## src/rtl/mc_pkg.sv

```systemverilog
// Shared encodings for the multicycle MIPS main controller:
// opcodes, state codes, mux selects and the decoded control word.
package mc_pkg;

  localparam logic [5:0] OP_RTYPE = 6'b000000;
  localparam logic [5:0] OP_J     = 6'b000010;
  localparam logic [5:0] OP_BEQ   = 6'b000100;
  localparam logic [5:0] OP_ADDI  = 6'b001000;
  localparam logic [5:0] OP_LB    = 6'b100000;
  localparam logic [5:0] OP_SB    = 6'b101000;

  localparam logic [1:0] ALUOP_ADD   = 2'b00;
  localparam logic [1:0] ALUOP_SUB   = 2'b01;
  localparam logic [1:0] ALUOP_FUNCT = 2'b10;

  localparam logic [1:0] SRCB_B    = 2'b00;
  localparam logic [1:0] SRCB_ONE  = 2'b01;
  localparam logic [1:0] SRCB_IMM  = 2'b10;
  localparam logic [1:0] SRCB_IMM4 = 2'b11;

  localparam logic [1:0] PCSRC_ALU    = 2'b00;
  localparam logic [1:0] PCSRC_ALUOUT = 2'b01;
  localparam logic [1:0] PCSRC_JUMP   = 2'b10;

  typedef enum logic [3:0] {
    FETCH1  = 4'd0,
    FETCH2  = 4'd1,
    FETCH3  = 4'd2,
    FETCH4  = 4'd3,
    DECODE  = 4'd4,
    MEMADR  = 4'd5,
    LBRD    = 4'd6,
    LBWR    = 4'd7,
    SBWR    = 4'd8,
    RTYPEEX = 4'd9,
    RTYPEWR = 4'd10,
    BEQEX   = 4'd11,
    JEX     = 4'd12,
    ADDIWR  = 4'd13
  } state_t;

  typedef struct packed {
    logic       memread;
    logic       memwrite;
    logic       alusrca;
    logic       memtoreg;
    logic       iord;
    logic       pcwrite;
    logic       branch;
    logic       regwrite;
    logic       regdst;
    logic [1:0] pcsource;
    logic [1:0] alusrcb;
    logic [1:0] aluop;
    logic [3:0] irwrite;
  } ctrl_t;

  function automatic logic op_known(input logic [5:0] op);
    return (op == OP_RTYPE) || (op == OP_J) ||
           (op == OP_BEQ) || (op == OP_ADDI) ||
           (op == OP_LB) || (op == OP_SB);
  endfunction

endpackage

```

## src/rtl/mc_if.sv

```systemverilog
// Controller <-> datapath bundle: opcode/zero in, control strobes out.
// master = controller side, slave = datapath side.
interface mc_if;
  logic [5:0] op;
  logic       zero;
  logic       memread;
  logic       memwrite;
  logic       alusrca;
  logic       memtoreg;
  logic       iord;
  logic       pcen;
  logic       regwrite;
  logic       regdst;
  logic [1:0] pcsource;
  logic [1:0] alusrcb;
  logic [1:0] aluop;
  logic [3:0] irwrite;
  logic       illegal_op;
  logic [3:0] state_dbg;

  modport master (
    input  op, zero,
    output memread, memwrite, alusrca, memtoreg, iord, pcen,
    output regwrite, regdst, pcsource, alusrcb, aluop, irwrite,
    output illegal_op, state_dbg
  );

  modport slave (
    output op, zero,
    input  memread, memwrite, alusrca, memtoreg, iord, pcen,
    input  regwrite, regdst, pcsource, alusrcb, aluop, irwrite,
    input  illegal_op, state_dbg
  );
endinterface

```

## src/rtl/mc_ctrl_outdec.sv

```systemverilog
// Pure state -> control word decode (Moore part of the controller).
// Ports: state in, ctrl (decoded control word) out.
module mc_ctrl_outdec
  import mc_pkg::*;
(
  input  state_t state,
  output ctrl_t  ctrl
);

  always_comb begin
    ctrl = '0;
    case (state)
      FETCH1, FETCH2, FETCH3, FETCH4: begin
        ctrl.memread  = 1'b1;
        ctrl.alusrcb  = SRCB_ONE;
        ctrl.pcwrite  = 1'b1;
        ctrl.pcsource = PCSRC_ALU;
        ctrl.irwrite  = 4'b0001 << state[1:0];
      end
      DECODE: ctrl.alusrcb = SRCB_IMM4;
      MEMADR: begin
        ctrl.alusrca = 1'b1;
        ctrl.alusrcb = SRCB_IMM;
      end
      LBRD: begin
        ctrl.memread = 1'b1;
        ctrl.iord    = 1'b1;
      end
      LBWR: begin
        ctrl.regwrite = 1'b1;
        ctrl.memtoreg = 1'b1;
      end
      SBWR: begin
        ctrl.memwrite = 1'b1;
        ctrl.iord     = 1'b1;
      end
      RTYPEEX: begin
        ctrl.alusrca = 1'b1;
        ctrl.aluop   = ALUOP_FUNCT;
      end
      RTYPEWR: begin
        ctrl.regdst   = 1'b1;
        ctrl.regwrite = 1'b1;
      end
      BEQEX: begin
        ctrl.alusrca  = 1'b1;
        ctrl.aluop    = ALUOP_SUB;
        ctrl.branch   = 1'b1;
        ctrl.pcsource = PCSRC_ALUOUT;
      end
      JEX: begin
        ctrl.pcwrite  = 1'b1;
        ctrl.pcsource = PCSRC_JUMP;
      end
      ADDIWR: ctrl.regwrite = 1'b1;
      default: ctrl = '0;
    endcase
  end

endmodule

```

## src/rtl/mc_controller.sv

```systemverilog
// Multicycle MIPS main control FSM: 4-byte fetch, decode, execute/mem/wb.
// Ports: clk, reset_n (async, active-low), bus (mc_if.master).
module mc_controller
  import mc_pkg::*;
(
  input  logic clk,
  input  logic reset_n,
  mc_if.master bus
);

  state_t state_q;
  state_t state_d;
  ctrl_t  ctrl;

  always_ff @(posedge clk or negedge reset_n) begin
    if (!reset_n) state_q <= FETCH1;
    else          state_q <= state_d;
  end

  always_comb begin
    state_d = FETCH1;
    case (state_q)
      FETCH1:  state_d = FETCH2;
      FETCH2:  state_d = FETCH3;
      FETCH3:  state_d = FETCH4;
      FETCH4:  state_d = DECODE;
      DECODE: begin
        case (bus.op)
          OP_LB, OP_SB, OP_ADDI: state_d = MEMADR;
          OP_RTYPE:              state_d = RTYPEEX;
          OP_BEQ:                state_d = BEQEX;
          OP_J:                  state_d = JEX;
          default:               state_d = FETCH1;
        endcase
      end
      MEMADR: begin
        case (bus.op)
          OP_LB:   state_d = LBRD;
          OP_SB:   state_d = SBWR;
          OP_ADDI: state_d = ADDIWR;
          default: state_d = FETCH1;
        endcase
      end
      LBRD:    state_d = LBWR;
      RTYPEEX: state_d = RTYPEWR;
      default: state_d = FETCH1;
    endcase
  end

  mc_ctrl_outdec u_outdec (
    .state (state_q),
    .ctrl  (ctrl)
  );

  assign bus.memread    = ctrl.memread;
  assign bus.memwrite   = ctrl.memwrite;
  assign bus.alusrca    = ctrl.alusrca;
  assign bus.memtoreg   = ctrl.memtoreg;
  assign bus.iord       = ctrl.iord;
  assign bus.regwrite   = ctrl.regwrite;
  assign bus.regdst     = ctrl.regdst;
  assign bus.pcsource   = ctrl.pcsource;
  assign bus.alusrcb    = ctrl.alusrcb;
  assign bus.aluop      = ctrl.aluop;
  assign bus.irwrite    = ctrl.irwrite;
  // branch only moves the PC when the compare came out equal
  assign bus.pcen       = ctrl.pcwrite | (ctrl.branch & bus.zero);
  assign bus.illegal_op = (state_q == DECODE) && !op_known(bus.op);
  assign bus.state_dbg  = state_q;

endmodule

```

## src/flat_wrapper.sv

```systemverilog
// flat-port wrapper written by rule: the top's interface ports become plain ports
module mc_controller_flat import mc_pkg::*;
  (clk, reset_n, bus_op, bus_zero, bus_memread, bus_memwrite, bus_alusrca, bus_memtoreg, bus_iord, bus_pcen, bus_regwrite, bus_regdst, bus_pcsource, bus_alusrcb, bus_aluop, bus_irwrite, bus_illegal_op, bus_state_dbg);
  mc_if bus_i ();
  input  logic clk;
  input  logic reset_n;
  input wire logic [$bits(bus_i.op)-1:0] bus_op;
  input wire logic [$bits(bus_i.zero)-1:0] bus_zero;
  output wire logic [$bits(bus_i.memread)-1:0] bus_memread;
  output wire logic [$bits(bus_i.memwrite)-1:0] bus_memwrite;
  output wire logic [$bits(bus_i.alusrca)-1:0] bus_alusrca;
  output wire logic [$bits(bus_i.memtoreg)-1:0] bus_memtoreg;
  output wire logic [$bits(bus_i.iord)-1:0] bus_iord;
  output wire logic [$bits(bus_i.pcen)-1:0] bus_pcen;
  output wire logic [$bits(bus_i.regwrite)-1:0] bus_regwrite;
  output wire logic [$bits(bus_i.regdst)-1:0] bus_regdst;
  output wire logic [$bits(bus_i.pcsource)-1:0] bus_pcsource;
  output wire logic [$bits(bus_i.alusrcb)-1:0] bus_alusrcb;
  output wire logic [$bits(bus_i.aluop)-1:0] bus_aluop;
  output wire logic [$bits(bus_i.irwrite)-1:0] bus_irwrite;
  output wire logic [$bits(bus_i.illegal_op)-1:0] bus_illegal_op;
  output wire logic [$bits(bus_i.state_dbg)-1:0] bus_state_dbg;
  assign bus_i.op = bus_op;
  assign bus_i.zero = bus_zero;
  assign bus_memread = bus_i.memread;
  assign bus_memwrite = bus_i.memwrite;
  assign bus_alusrca = bus_i.alusrca;
  assign bus_memtoreg = bus_i.memtoreg;
  assign bus_iord = bus_i.iord;
  assign bus_pcen = bus_i.pcen;
  assign bus_regwrite = bus_i.regwrite;
  assign bus_regdst = bus_i.regdst;
  assign bus_pcsource = bus_i.pcsource;
  assign bus_alusrcb = bus_i.alusrcb;
  assign bus_aluop = bus_i.aluop;
  assign bus_irwrite = bus_i.irwrite;
  assign bus_illegal_op = bus_i.illegal_op;
  assign bus_state_dbg = bus_i.state_dbg;
  mc_controller u_core (.clk(clk), .reset_n(reset_n), .bus(bus_i));
endmodule
```

## config.mk

```make
export PLATFORM = sky130hd
export DESIGN_NAME = mc_controller_flat
export DESIGN_NICKNAME = d
export VERILOG_FILES = /design/src/rtl/mc_pkg.sv /design/src/rtl/mc_if.sv /design/src/rtl/mc_ctrl_outdec.sv /design/src/rtl/mc_controller.sv /design/src/flat_wrapper.sv
export SDC_FILE = /design/constraint.sdc
export NUM_CORES = 1
export LEC_CHECK = 0
export ABC_AREA = 1
export BUFFER_PORTS_ARGS = -buffer_cell sky130_fd_sc_hd__buf_2
export CAP_MARGIN = 15
export CORE_AREA = 2 2 43 45
export CTS_CLUSTER_SIZE = 30
export DETAILED_ROUTE_END_ITERATION = 10
export DIE_AREA = 0 0 45 47
export HOLD_SLACK_MARGIN = 0.12
export PLACE_DENSITY = 0.56
export REMOVE_ABC_BUFFERS = 1
export SLEW_MARGIN = 40
export SYNTH_ARGS = -nofsm -noshare
export SYNTH_HDL_FRONTEND = slang
export SYNTH_SLANG_ARGS = --single-unit
```

## constraint.sdc

```tcl
create_clock -name clk -period 1.53 [get_ports clk]
set_clock_uncertainty 0.1 [all_clocks]
set_input_delay 0.153 -clock clk [delete_from_list [all_inputs] [get_ports clk]]
set_output_delay 0.153 -clock clk [all_outputs]
set_load 0.02 [all_outputs]
```

==> run metrics <==
Bufs on Longest Clock Path=2; CTS Sinks=4; met1 wire length=579 um; Antenna Nets Post-Route=0; vias in the first global route=627; first-pass GRT wire length=2.28 mm; Peak VDD IR=0.000520 V; Post-DP HPWL=1.13 mm; GRT Util Overall=14.8%; syn_area_per_cell=5.25 um^2; gpl congestion=0.900; Seq pwr share=17.1%; port bufs=31; status=finished with violations; row count=15; die area=2120 um^2; Max Used Layer=met4; maximum clock frequency=640 MHz; Cells after Synth=87; Multi-input gate area=309 um^2; combinational power share=72.5%; core area=1650 um^2; routed vias=688; CTS tree=yes; endpoints failing hold=0; Initial Util=27.7%; Clk pwr share=10.4%; largest net degree at the start of global routing=7; CTS buffer count=3; clk slew on worst S/H paths=40 ps; H-tree depth=1; diodes inserted=0; library cells used by synthesis=14; final setup vio count=3; Lkg Pwr=0.483 nW; grt ovf=0; Worst-Skew Late Latency=230 ps; Post-Place Cells=135; antenna violations before repair=0; Worst Tran Pin Value=223 ps; Slew Viols, Final=0; share of cells above drive strength 1=45.8%; fillers=181; register area=104 um^2; CP Data Required Time=1280 ps; failing checks=negative setup slack; CP arrival=1310 ps; YS warnings=0; nets@finish=142; min Tclk post-route=1560 ps; max reg flops=4; internal power=0.573 mW; PD cells=1590 nW/um^2; # IOs=32; Relative slew margins=85.0%; post-synth top area cell=dfrtp_1; Avg Vias per Cell=4.65; root buf cell=clkbuf_4; flops & latches, synth=4; CP max FO=6; final worst setup slack=-33.3 ps; # DRC=0; ranking of synthesized cells by area=dfrtp_1, nor2_1, nand2_1; DR WL/cell=9.88 um; die height=47 um; Switching Fraction=53.5%; area share of the largest cell type after synthesis=21.9%; wire length on met2=739 um; die extent in x=45 um; Post-Syn Area=457 um^2; sequential fraction of the synthesis area=21.9%; Psw=0.658 mW; DRT iter0 DRCs=7; Power, Total=1.23 mW; router iterations before antenna repair=4; worst min path class=in2reg; RSZ-0062 raised after global routing=true; met3 routed WL=126 um; Worst setup EP type=output port; crit path launch type=flop; area grow syn2layout=69.6%; Layout Cells excl Fill=148; Routed WL=1.46 mm; fin crit share=102%; WS Path Type=reg2out; Max Cap Viol=0
==> Yosys cell counts <==
cell and count:
nor2_1 24, nand2_1 22, inv_1 15, nand3_1 7, dfrtp_1 4, inv_2 3
o21ai_0 3, a21oi_1 2, nor2_4 2, buf_4 1, nand4_1 1, nor3_1 1
o211ai_1 1, o31ai_1 1
==> path summary, 6_finish.rpt <==
check	end	from	cells after the start	slack [ps]
max	bus_regwrite	u_core.bus.state_dbg[2]	6	-30
min	u_core.bus.state_dbg[1]	bus_op[0]	4	140
max reg2reg	u_core.bus.state_dbg[3]	u_core.bus.state_dbg[2]	7	220
min reg2reg	u_core.bus.state_dbg[1]	u_core.bus.state_dbg[1]	5	700
max in group asynchronous	u_core.bus.state_dbg[3]	reset_n	2	1040
min in group asynchronous	u_core.bus.state_dbg[0]	reset_n	2	160
==> final cells by class <==
class | count | share of cell area (%)
Multi-Input combinational cell | 64 | 39.9
Timing Repair Buffer | 42 | 32.3
Sequential cell | 4 | 13.4
Inverter | 18 | 8.72
Clock buffer | 3 | 2.91
Tap cell | 17 | 2.75
==> timing repair <==
action | CTS | global route
setup endpoints to repair | 11 | 11
hold buffers | 2 | 0
buffers inserted | 6 | 2
resized for setup | 11 | 6
hold endpoints to repair | 5 | 0
pin swaps | 3 | 3
==> metrics by stage <==
step | utilization [%] | worst slack, ps | hold WS (ps) | TNS, ps | area [um^2]
global placement | 38.3 | 116 | -140 | 0 | 633
global route | 46.9 | -125 | 166 | -766 | 774
finish | 46.9 | -33.3 | 144 | -58.3 | 774
detailed placement | 38.3 | 92.0 | -140 | 0 | 633
CTS | 45.0 | -26.0 | 143 | -47.2 | 743
floorplan | - | -335 | -243 | -475 | 449
==> power by group through the flow <==
stage	Sequential [mW]	Combinational [mW]	Clock, mW
final	0.210	0.893	0.128
after global routing	0.216	0.978	0.135
after CTS	0.204	0.835	0.133
after detailed placement	0.197	0.721	0
after global placement	0.194	0.722	0
after floorplan	0.231	0.452	0
==> placed cells by master, fill, tap and decap left out, drive strengths merged <==
cell type	synthesis	layout
nor2	26	26
o31ai	1	1
nor3	1	1
dlygate4sd3	0	2
nand4	1	1
o21ai	3	3
clkbuf	0	3
o211ai	1	1
nand2	22	22
buf	1	40
nand3	7	7
dfrtp	4	4
inv	18	18
a21oi	2	2
==> metal layers <==
| layer | global-route usage [%] | vias up |
|---|---|---|
| met5 | 0 | - |
| met4 | 9.41 | 0 |
| met3 | 2.69 | 2 |
| met2 | 27.7 | 37 |
| met1 | 15.1 | 296 |
| li1 | - | 353 |
==> worst max-delay path, stage by stage (launching register included) <==
cell and delay, ps:
dfrtp_1 420, inv_2 110, nand2_2 120, nor2_2 140, nor2_1 40, o31ai_1 50, buf_2 200
==> cells by family (layout without fill, tap and decap cells) <==
| group | after synthesis | count (layout) | synth area share, % |
|---|---|---|---|
| simple gates | 57 | 57 | 52.9 |
| buf+inv | 19 | 63 | 16.4 |
| compound gates | 7 | 7 | 8.77 |
| flops | 4 | 4 | 21.9 |
Power figures use the tool's default switching activity.
